--- src/rtl/alu_pkg.sv ---
// rtl/alu_pkg.sv - operation codes shared by the ALU, its interface and the bench
package alu_pkg;

  typedef enum logic [2:0] {
    ALU_ADD  = 3'd0,
    ALU_SUB  = 3'd1,
    ALU_AND  = 3'd2,
    ALU_OR   = 3'd3,
    ALU_XOR  = 3'd4,
    ALU_INV  = 3'd5,
    ALU_RSV6 = 3'd6,
    ALU_RSV7 = 3'd7
  } alu_func_e;

endpackage

--- src/rtl/alu_if.sv ---
// rtl/alu_if.sv - operand, operation select, result bus and flag signals of the ALU
interface alu_if #(
  parameter int DATA_W = 8
);

  logic [DATA_W-1:0]   operand_a;
  logic [DATA_W-1:0]   operand_b;
  alu_pkg::alu_func_e  alu_func;
  logic                output_enable;
  // A net rather than a variable so the result bus can float when tri-stated.
  wire  [DATA_W-1:0]   alu_result;
  logic                zero_flag;
  logic                positive_flag;
  logic                carry_flag;
  logic                signed_overflow;

  modport master (
    output operand_a,
    output operand_b,
    output alu_func,
    output output_enable,
    input  alu_result,
    input  zero_flag,
    input  positive_flag,
    input  carry_flag,
    input  signed_overflow
  );

  modport slave (
    input  operand_a,
    input  operand_b,
    input  alu_func,
    input  output_enable,
    output alu_result,
    output zero_flag,
    output positive_flag,
    output carry_flag,
    output signed_overflow
  );

endinterface

--- src/rtl/alu.sv ---
// rtl/alu.sv - single-cycle registered ALU with flags; ALU_TRISTATE_EN makes the result bus float when disabled
module alu
  import alu_pkg::*;
#(
  parameter int DATA_W = 8
) (
  input  logic clk,
  input  logic rst,
  alu_if.slave bus
);

  localparam int MSB = DATA_W - 1;

  logic [DATA_W:0]   wide;
  logic [DATA_W-1:0] next_result;
  logic              next_carry;
  logic              next_ovf;
  logic              next_zero;
  logic              next_pos;
  logic [DATA_W-1:0] result_q;

  always_comb begin
    wide        = '0;
    next_result = '0;
    next_carry  = 1'b0;
    next_ovf    = 1'b0;
    case (bus.alu_func)
      ALU_ADD: begin
        wide        = {1'b0, bus.operand_a} + {1'b0, bus.operand_b};
        next_result = wide[MSB:0];
        next_carry  = wide[DATA_W];
        next_ovf    = (bus.operand_a[MSB] == bus.operand_b[MSB]) &&
                      (next_result[MSB] != bus.operand_a[MSB]);
      end
      ALU_SUB: begin
        // The extra top bit of the widened difference is the unsigned borrow.
        wide        = {1'b0, bus.operand_a} - {1'b0, bus.operand_b};
        next_result = wide[MSB:0];
        next_carry  = wide[DATA_W];
        next_ovf    = (bus.operand_a[MSB] != bus.operand_b[MSB]) &&
                      (next_result[MSB] != bus.operand_a[MSB]);
      end
      ALU_AND: next_result = bus.operand_a & bus.operand_b;
      ALU_OR:  next_result = bus.operand_a | bus.operand_b;
      ALU_XOR: next_result = bus.operand_a ^ bus.operand_b;
      ALU_INV: next_result = ~bus.operand_a;
      default: next_result = '0;
    endcase
    next_zero = (next_result == '0);
    next_pos  = !next_zero && !next_result[MSB];
  end

  always_ff @(posedge clk) begin
    if (rst) begin
      result_q            <= '0;
      bus.zero_flag       <= 1'b1;
      bus.positive_flag   <= 1'b0;
      bus.carry_flag      <= 1'b0;
      bus.signed_overflow <= 1'b0;
    end else begin
      result_q            <= next_result;
      bus.zero_flag       <= next_zero;
      bus.positive_flag   <= next_pos;
      bus.carry_flag      <= next_carry;
      bus.signed_overflow <= next_ovf;
    end
  end

`ifdef ALU_TRISTATE_EN
  assign bus.alu_result = bus.output_enable ? result_q : {DATA_W{1'bz}};
`else
  assign bus.alu_result = bus.output_enable ? result_q : {DATA_W{1'b0}};
`endif

endmodule

--- src/flat_wrapper.sv ---
// flat-port wrapper written by rule: the top's interface ports become plain ports
module alu_flat import alu_pkg::*;
#(
  parameter int DATA_W = 8
)
  (clk, rst, bus_operand_a, bus_operand_b, bus_alu_func, bus_output_enable, bus_alu_result, bus_zero_flag, bus_positive_flag, bus_carry_flag, bus_signed_overflow);
  alu_if #(.DATA_W(DATA_W)) bus_i ();
  input  logic clk;
  input  logic rst;
  input wire logic [$bits(bus_i.operand_a)-1:0] bus_operand_a;
  input wire logic [$bits(bus_i.operand_b)-1:0] bus_operand_b;
  input wire logic [$bits(bus_i.alu_func)-1:0] bus_alu_func;
  input wire logic [$bits(bus_i.output_enable)-1:0] bus_output_enable;
  output wire logic [$bits(bus_i.alu_result)-1:0] bus_alu_result;
  output wire logic [$bits(bus_i.zero_flag)-1:0] bus_zero_flag;
  output wire logic [$bits(bus_i.positive_flag)-1:0] bus_positive_flag;
  output wire logic [$bits(bus_i.carry_flag)-1:0] bus_carry_flag;
  output wire logic [$bits(bus_i.signed_overflow)-1:0] bus_signed_overflow;
  assign bus_i.operand_a = bus_operand_a;
  assign bus_i.operand_b = bus_operand_b;
  assign bus_i.alu_func = bus_alu_func;
  assign bus_i.output_enable = bus_output_enable;
  assign bus_alu_result = bus_i.alu_result;
  assign bus_zero_flag = bus_i.zero_flag;
  assign bus_positive_flag = bus_i.positive_flag;
  assign bus_carry_flag = bus_i.carry_flag;
  assign bus_signed_overflow = bus_i.signed_overflow;
  alu #(.DATA_W(DATA_W)) u_core (.clk(clk), .rst(rst), .bus(bus_i));
endmodule
--- config.mk ---
export PLATFORM = sky130hd
export DESIGN_NAME = alu_flat
export DESIGN_NICKNAME = d
export VERILOG_FILES = /design/src/rtl/alu_pkg.sv /design/src/rtl/alu_if.sv /design/src/rtl/alu.sv /design/src/flat_wrapper.sv
export SDC_FILE = /design/constraint.sdc
export NUM_CORES = 1
export LEC_CHECK = 0
export ABC_AREA = 0
export CORE_ASPECT_RATIO = 0.7
export CORE_MARGIN = 8
export CORE_UTILIZATION = 53
export CTS_BUF_LIST = sky130_fd_sc_hd__clkbuf_4 sky130_fd_sc_hd__clkbuf_8 sky130_fd_sc_hd__clkbuf_16
export DETAILED_ROUTE_END_ITERATION = 6
export HOLD_SLACK_MARGIN = 0.03
export PLACE_DENSITY = 0.81
export SYNTH_ARGS = -nofsm -noshare
export SYNTH_HDL_FRONTEND = slang
export SYNTH_SLANG_ARGS = --single-unit
--- constraint.sdc ---
create_clock -name clk -period 3.1 [get_ports clk]
set_clock_uncertainty 0.1 [all_clocks]
set_input_delay 0.62 -clock clk [delete_from_list [all_inputs] [get_ports clk]]
set_output_delay 0.62 -clock clk [all_outputs]
set_load 0.01 [all_outputs]
==> metrics.md, run 1 <==
| Metric | Value |
|---|---|
| Status | `completed` |
| Area of the mapped netlist | `1770 um^2` |
| Clock Pin Slew Worst Setup and Hold Paths | `50 ps` |
| Post-CTS Setup Inserts | `0` |
| WP data required | `3140 ps` |
| Period minus WS final | `3000 ps` |
| Ports | `34` |
| Root Buffer | `clkbuf_8` |
| Seq/Total Area, Yosys | `13.6%` |
| Site Rows | `17` |
| Startpoint types | `primary input` |
| Area growth syn-to-layout | `38.7%` |
| Layout cells sized above 1 | `24.0%` |
| Post-Place Cells | `321` |
| Mapped Cells | `224` |
| Via Count | `1904` |
| Core footprint | `3170 um^2` |
| Worst-path fanout max | `3` |
| Vias per cell | `5.86` |
| Peak VDD IR | `0.000172 V` |
| Placement Cell Area | `2370 um^2` |
| Cell area after layout | `2450 um^2` |
| Layout Utilization | `77.5%` |
| Port Buffers | `33` |
| P_leak | `1.09 nW` |
| Number of setup violations in the final report | `0` |
| Mapped Avg Cell Area | `7.90 um^2` |
| Finished Layout Cells | `325` |
| Grt ovf | `0` |
| Worst setup path class | `primary input to register` |
| CP Capture Type | `register` |
| Sw Pwr | `237 uW` |
| Total of max-cap violations | `0` |
| Ys flop type | `dfxtp_1` |
| Number of enable flip-flop cells after synthesis | `0` |
| ANT nets after route | `0` |
| Period Utilization, post-route | `96.7%` |
| Final hold viol count | `0` |
| Initial Utilization | `55.9%` |
| Total GRT Usage | `17.8%` |
| Ant diodes | `0` |
| Unrepaired setup endpoints after global routing | `true` |
| Yosys reg bits | `12` |
| Max Freq | `0.334 GHz` |
| Initial DRC Count | `143` |
| Slew margin rel. | `59.4%` |
| Synth area leaders | `ha_1, dfxtp_1, inv_1` |
| Crit path DAT | `3040 ps` |
| Die W | `85.1 um` |
| Slew @ Worst Pin | `603 ps` |
| Antenna violations before repair | `0` |
| CTS H-tree lvls | `1` |
| Synth cell types | `62` |
| Tot Pwr | `698 uW` |
| Sw frac | `34.0%` |
| CTS tree | `yes` |
| Comb power frac | `52.2%` |
| Routability Congestion | `0.960` |
| Sequential cell fraction of total power | `24.5%` |
| Yosys top cell area share | `17.0%` |
| Yosys warns | `0` |
| Routed length per instance | `15.3 um` |
| Yosys top cell by area | `ha_1` |
| First-pass GRT wire length | `8.25 mm` |
| Post-route setup TNS | `0 ps` |
| Die Ht | `64.4 um` |
| Hold Crit Class | `primary input to register` |
| Int Power | `460 uW` |
| Pwr Density | `284 nW/um^2` |
| Largest net degree at the start of global routing | `15` |
| Clock sink total | `12` |
| Post-synthesis async set-or-reset flop share | `0%` |
| Drt drc | `0` |
| Die ar. | `5480 um^2` |
| Clock Tree Buf Depth | `2` |
| Syn nets | `272` |
| Total wire length | `4.96 mm` |
| Vias in the first global route | `1838` |
| Post-DP HPWL | `4.05 mm` |
| Total CTS buffers | `3` |
| Slew Viols, Final | `0` |
| Clock power share | `23.3%` |
| Nets | `336` |
| TritonRoute pass-1 iters | `4` |
## cells by family (layout without fill, tap and decap cells)
family                     after synthesis  after routing  share of synthesized area [%]
xor gates and xnor gates                 2              2                          0.990
buffers and inverters                   40            103                           9.75
DFF                                     12             12                           13.6
adders and majority gates               26             26                           19.2
and+or+nand+nor                         67             67                           20.7
AOI/OAI and AO/OA                       72             72                           31.9
muxes                                    5              5                           3.89
## path summary, 6_finish.rpt
path / from / end / depth (start not counted)
max: bus_operand_b[0] / u_core.bus.zero_flag / 10
min: bus_operand_a[0] / u_core.result_q[0] / 6
## worst max-delay path, stage by stage
cell and delay (ps):
clkdlybuf4s50_1 420, buf_4 140, ha_2 190, fa_1 420, a211oi_2 320, o31ai_2 170
nand2_1 90, nand4b_1 160, o41a_1 170, o41ai_2 320
## flip-flops by register name, summed over array words and instances, names as in the netlist
| name | cells |
|---|---|
| u_core.bus.zero_flag | 1 |
| u_core.result_q | 8 |
| u_core.bus.carry_flag | 1 |
| u_core.bus.positive_flag | 1 |
| u_core.bus.signed_overflow | 1 |
## through the flow
step           hold WS (ps)  worst slack [ps]
6_report               1020               102
5_1_grt                1090             -29.4
4_1_cts                1050              18.6
3_5_place_dp           1260              -242
3_3_place_gp           1260              -186
2_1_floorplan           739               351
## Yosys cell counts, drive strengths merged, types with 3 or more instances
master	number
and2	11
o22ai	4
or2	3
buf	9
o21ai	15
o311a	3
a31oi	3
nor3	6
clkbuf	3
dfxtp	12
inv	28
nor2	16
nand3	4
or3	3
nand2	8
o41a	3
nand2b	5
a21oi	15
a211oi	4
ha	24
a2111oi	3
## power groups by stage
stage          logic (mW)  clock network [mW]  registers (mW)
3_5_place_dp        0.349                   0           0.174
6_report            0.364               0.163           0.171
2_1_floorplan       0.203                   0           0.175
5_1_grt             0.394               0.174           0.172
3_3_place_gp        0.343                   0           0.173
4_1_cts             0.352               0.165           0.171
## metal layers
metal  GRT usage, %  up-vias  share of wire (%)
met5              0        -                  0
met4           3.53        0               0.97
met3           3.70       10                9.4
met2           27.8       94                 42
met1           24.4      861                 47
li1               -      939                  -
## cell usage in the layout, fill, tap and decap left out, types with 3 or more instances in the layout
cell type and instances:
clkdlybuf4s50_1 32, a21oi_1 13, ha_1 21, o21ai_0 15
nor3_1 5, buf_4 38, o22ai_1 4, a211oi_1 3
nand2b_1 5, nor2_1 16, a31oi_1 3, nand2_1 8
ha_2 3, and2_1 11, dfxtp_1 12, o41a_1 3
inv_1 26, nand3_1 4, or2_2 3, clkbuf_8 4
o311a_1 3
## final cells by class
cell class                      instances  area (um^2)
Multi-Input combinational cell        172         1390
Fill cell                             236          714
Timing Repair Buffer                   71          618
Sequential cell                        12          240
Inverter                               28          105
Clock buffer                            4         55.1
Tap cell                               38         47.5
## timing repair
item | CTS | global route
gates resized for setup | 1 | 7
hold buffers | 0 | 0
pin swaps | 0 | 3
setup endpoints to repair | 1 | 4
(Power assumes the default switching activity.)
==> run 2, diff against run 1 <==
- SETUP_SLACK_MARGIN: unset -> 0.02
==> run 2 against run 1 <==
  * Worst setup slack improved by 18 ps
  * Count of clock-buffer cells in the layout did not move
  * Critical path depth did not move
  * Wire length fell by 0.20%
  * Global-route usage barely moved
  * Via count rose by 0.11%
  * Sequential power barely moved
  * Critical endpoint is now u_core.bus.positive_flag
  * Clock power barely moved
  * Cell area rose by 0.76%
  * Flip-flop and latch count did not move
  * First-iteration DRC count rose by 7.7%
  * Largest cell class unchanged
  * Core utilization rose by 0.59 points
==> metrics.md, run 2 (same netlist as run 1, synthesis figures left out) <==
| Metric | Value |
|---|---|
| Status | `completed (unchanged)` |
| Largest net degree at the start of global routing | `15 (unchanged)` |
| Number of setup violations in the final report | `0 (unchanged)` |
| Die ar. | `5480 um^2 (unchanged)` |
| CTS H-tree lvls | `1 (unchanged)` |
| Vias per cell | `5.86 (about the same)` |
| Core footprint | `3170 um^2 (unchanged)` |
| Pwr Density | `284 nW/um^2 (about the same)` |
| Worst hold path cell count | `6 (unchanged)` |
| Initial DRC Count | `154 (was 143)` |
| TritonRoute pass-1 iters | `5 (was 4)` |
| Ant diodes | `0 (unchanged)` |
| Slew @ Worst Pin | `561 ps (was 603 ps)` |
| Worst-path fanout max | `4 (was 3)` |
| Via Count | `1906 (was 1904)` |
| First-pass GRT wire length | `8.27 mm (was 8.25 mm)` |
| Hold Crit Class | `primary input to register (unchanged)` |
| Commonest non-fill, non-tap cell in the layout | `buf_4 (unchanged)` |
| Port Buffers | `33 (unchanged)` |
| Ports | `34 (unchanged)` |
| Max reg flops | `8 (unchanged)` |
| Grt ovf | `0 (unchanged)` |
| Total CTS buffers | `3 (unchanged)` |
| Period minus WS final | `2980 ps (was 3000 ps)` |
| Clock sink total | `12 (unchanged)` |
| Initial Utilization | `55.9% (unchanged)` |
| Crit path DAT | `3020 ps (was 3040 ps)` |
| CP Capture Type | `register (unchanged)` |
| Routed length per instance | `15.2 um (was 15.3 um)` |
| Layout cells sized above 1 | `24.4% (was 24.0%)` |
| CTS tree | `yes (unchanged)` |
| Die W | `85.1 um (unchanged)` |
| Final hold viol count | `0 (unchanged)` |
| Total wire length | `4.95 mm (was 4.96 mm)` |
| Largest Register | `u_core.result_q (unchanged)` |
| P_leak | `1.10 nW (was 1.09 nW)` |
| Hold buffers post-CTS | `0 (unchanged)` |
| Worst Path Buf+Inv | `3 (was 2)` |
| CP delay by family, top | `compound AO/OA/AOI/OAI gates (unchanged)` |
| Most frequent cells in the layout | `buf_4, clkdlybuf4s50_1, inv_1, ha_1, nor2_1 (unchanged)` |
| Site Rows | `17 (unchanged)` |
| Worst setup path class | `primary input to register (unchanged)` |
| Worst Hold Path EP | `u_core.result_q[0] (unchanged)` |
| Fill count | `232 (was 236)` |
| Post-Place Cells | `321 (unchanged)` |
| Clock Pin Slew Worst Setup and Hold Paths | `50 ps (about the same)` |
| Root Buffer | `clkbuf_8 (unchanged)` |
| Routability Congestion | `0.960 (unchanged)` |
| Worst stage delay on the critical path | `570 ps (was 420 ps)` |
| Nets | `336 (unchanged)` |
| Drt drc | `0 (unchanged)` |
| Hold_sp | `bus_operand_a[0] (unchanged)` |
| Peak VDD IR | `0.000172 V (about the same)` |
| ANT nets after route | `0 (unchanged)` |
| Unrepaired setup endpoints after global routing | `true (unchanged)` |
| Vias in the first global route | `1840 (was 1838)` |
| Total GRT Usage | `17.8% (about the same)` |
| Post-CTS Setup Inserts | `0 (unchanged)` |
| Post-DP HPWL | `4.05 mm (unchanged)` |
| Max Freq | `0.336 GHz (was 0.334 GHz)` |
| Area growth syn-to-layout | `39.7% (was 38.7%)` |
| Period Utilization, post-route | `96.1% (was 96.7%)` |
| Clock Tree Buf Depth | `2 (unchanged)` |
| Post-route setup TNS | `0 ps (unchanged)` |
| Crit path max-delay cell type | `clkdlybuf4s50_1 (unchanged)` |
| Die Ht | `64.4 um (unchanged)` |
| Slew Viols, Final | `0 (unchanged)` |
| Antenna violations before repair | `0 (unchanged)` |
| Critical-path cell list | `clkdlybuf4s50_1 > inv_1 > ha_1 > nor2_1 > o311ai_0 > a2111oi_0 > a311oi_1 > buf_4 > and3_1 > a311oi_2 (was clkdlybuf4s50_1 > buf_4 > ha_2 > fa_1 > a211oi_2 > o31ai_2 > nand2_1 > nand4b_1 > o41a_1 > o41ai_2)` |
| WP data required | `3140 ps (about the same)` |
| Finished Layout Cells | `325 (unchanged)` |
| Slew margin rel. | `62.2% (was 59.4%)` |
| Startpoint types | `primary input (unchanged)` |
| Total of max-cap violations | `0 (unchanged)` |
-- run 2: routing by layer --
layer / share of wire [%] / track usage (%) / vias up / wire, um
met2: 42 / 27.8 / 95 / 2100
met3: 9.3 / 3.70 / 10 / 463
li1: - / - / 938 / -
met5: 0 / 0 / - / 0
met4: 1.3 / 3.53 / 0 / 63
met1: 47 / 24.5 / 863 / 2330
-- run 2: worst max-delay path by stage --
| stage | depth (start not counted) | start | slack (ps) | endpoint |
|---|---|---|---|---|
| final | 10 | bus_operand_b[1] | 120 | u_core.bus.positive_flag |
| after global routing | 10 | bus_operand_b[1] | 10 | u_core.bus.positive_flag |
| after CTS | 10 | bus_operand_a[0] | 30 | u_core.bus.positive_flag |
| after detailed placement | 10 | bus_operand_a[0] | -240 | u_core.bus.positive_flag |
| after global placement | 10 | bus_operand_a[0] | -190 | u_core.bus.positive_flag |
| after floorplan | 9 | bus_operand_a[0] | 350 | u_core.bus.positive_flag |
-- run 2: area by class of cell --
cell class	count	area [um^2]	area share (%)
repair buffers	71	621	25.1
clock buffers	4	55.1	2.23
inverters	28	105	4.25
multi-input cells	172	1410	56.8
flip-flops and latches	12	240	9.71
well taps	38	47.5	1.92
-- run 2: power breakdown --
part	leakage, nW	switching, mW	internal (mW)
Sequential	0.0993	0.00267	0.168
Combinational	0.975	0.186	0.183
Clock	0.0288	0.0506	0.112
Total	1.10	0.239	0.462
-- run 2: worst min-delay path: stages --
cell	delay [ps]
dlymetal6s2s_1	100
buf_4	120
nand3b_1	90
a21o_1	140
o21ai_0	80
and2_1	150
-- run 2: metrics by stage --
stage | worst slack (ps) | area, um^2 | power (mW) | utilization, % | hold slack [ps]
3_3_place_gp | -186 | 2370 | 0.517 | 74.7 | 1260
5_1_grt | 14.5 | 2470 | 0.745 | 78.0 | 1090
4_1_cts | 33.9 | 2420 | 0.688 | 76.5 | 1050
3_5_place_dp | -242 | 2370 | 0.523 | 74.7 | 1260
2_1_floorplan | 351 | 1770 | 0.378 | - | 739
6_report | 119 | 2470 | 0.702 | 78.0 | 1020
-- run 2: repair_timing --
action / 4_1_cts / 5_1_grt
endpoints found under the setup margin: 1 / 4
pin swaps: 1 / 3
resized for setup: 1 / 11
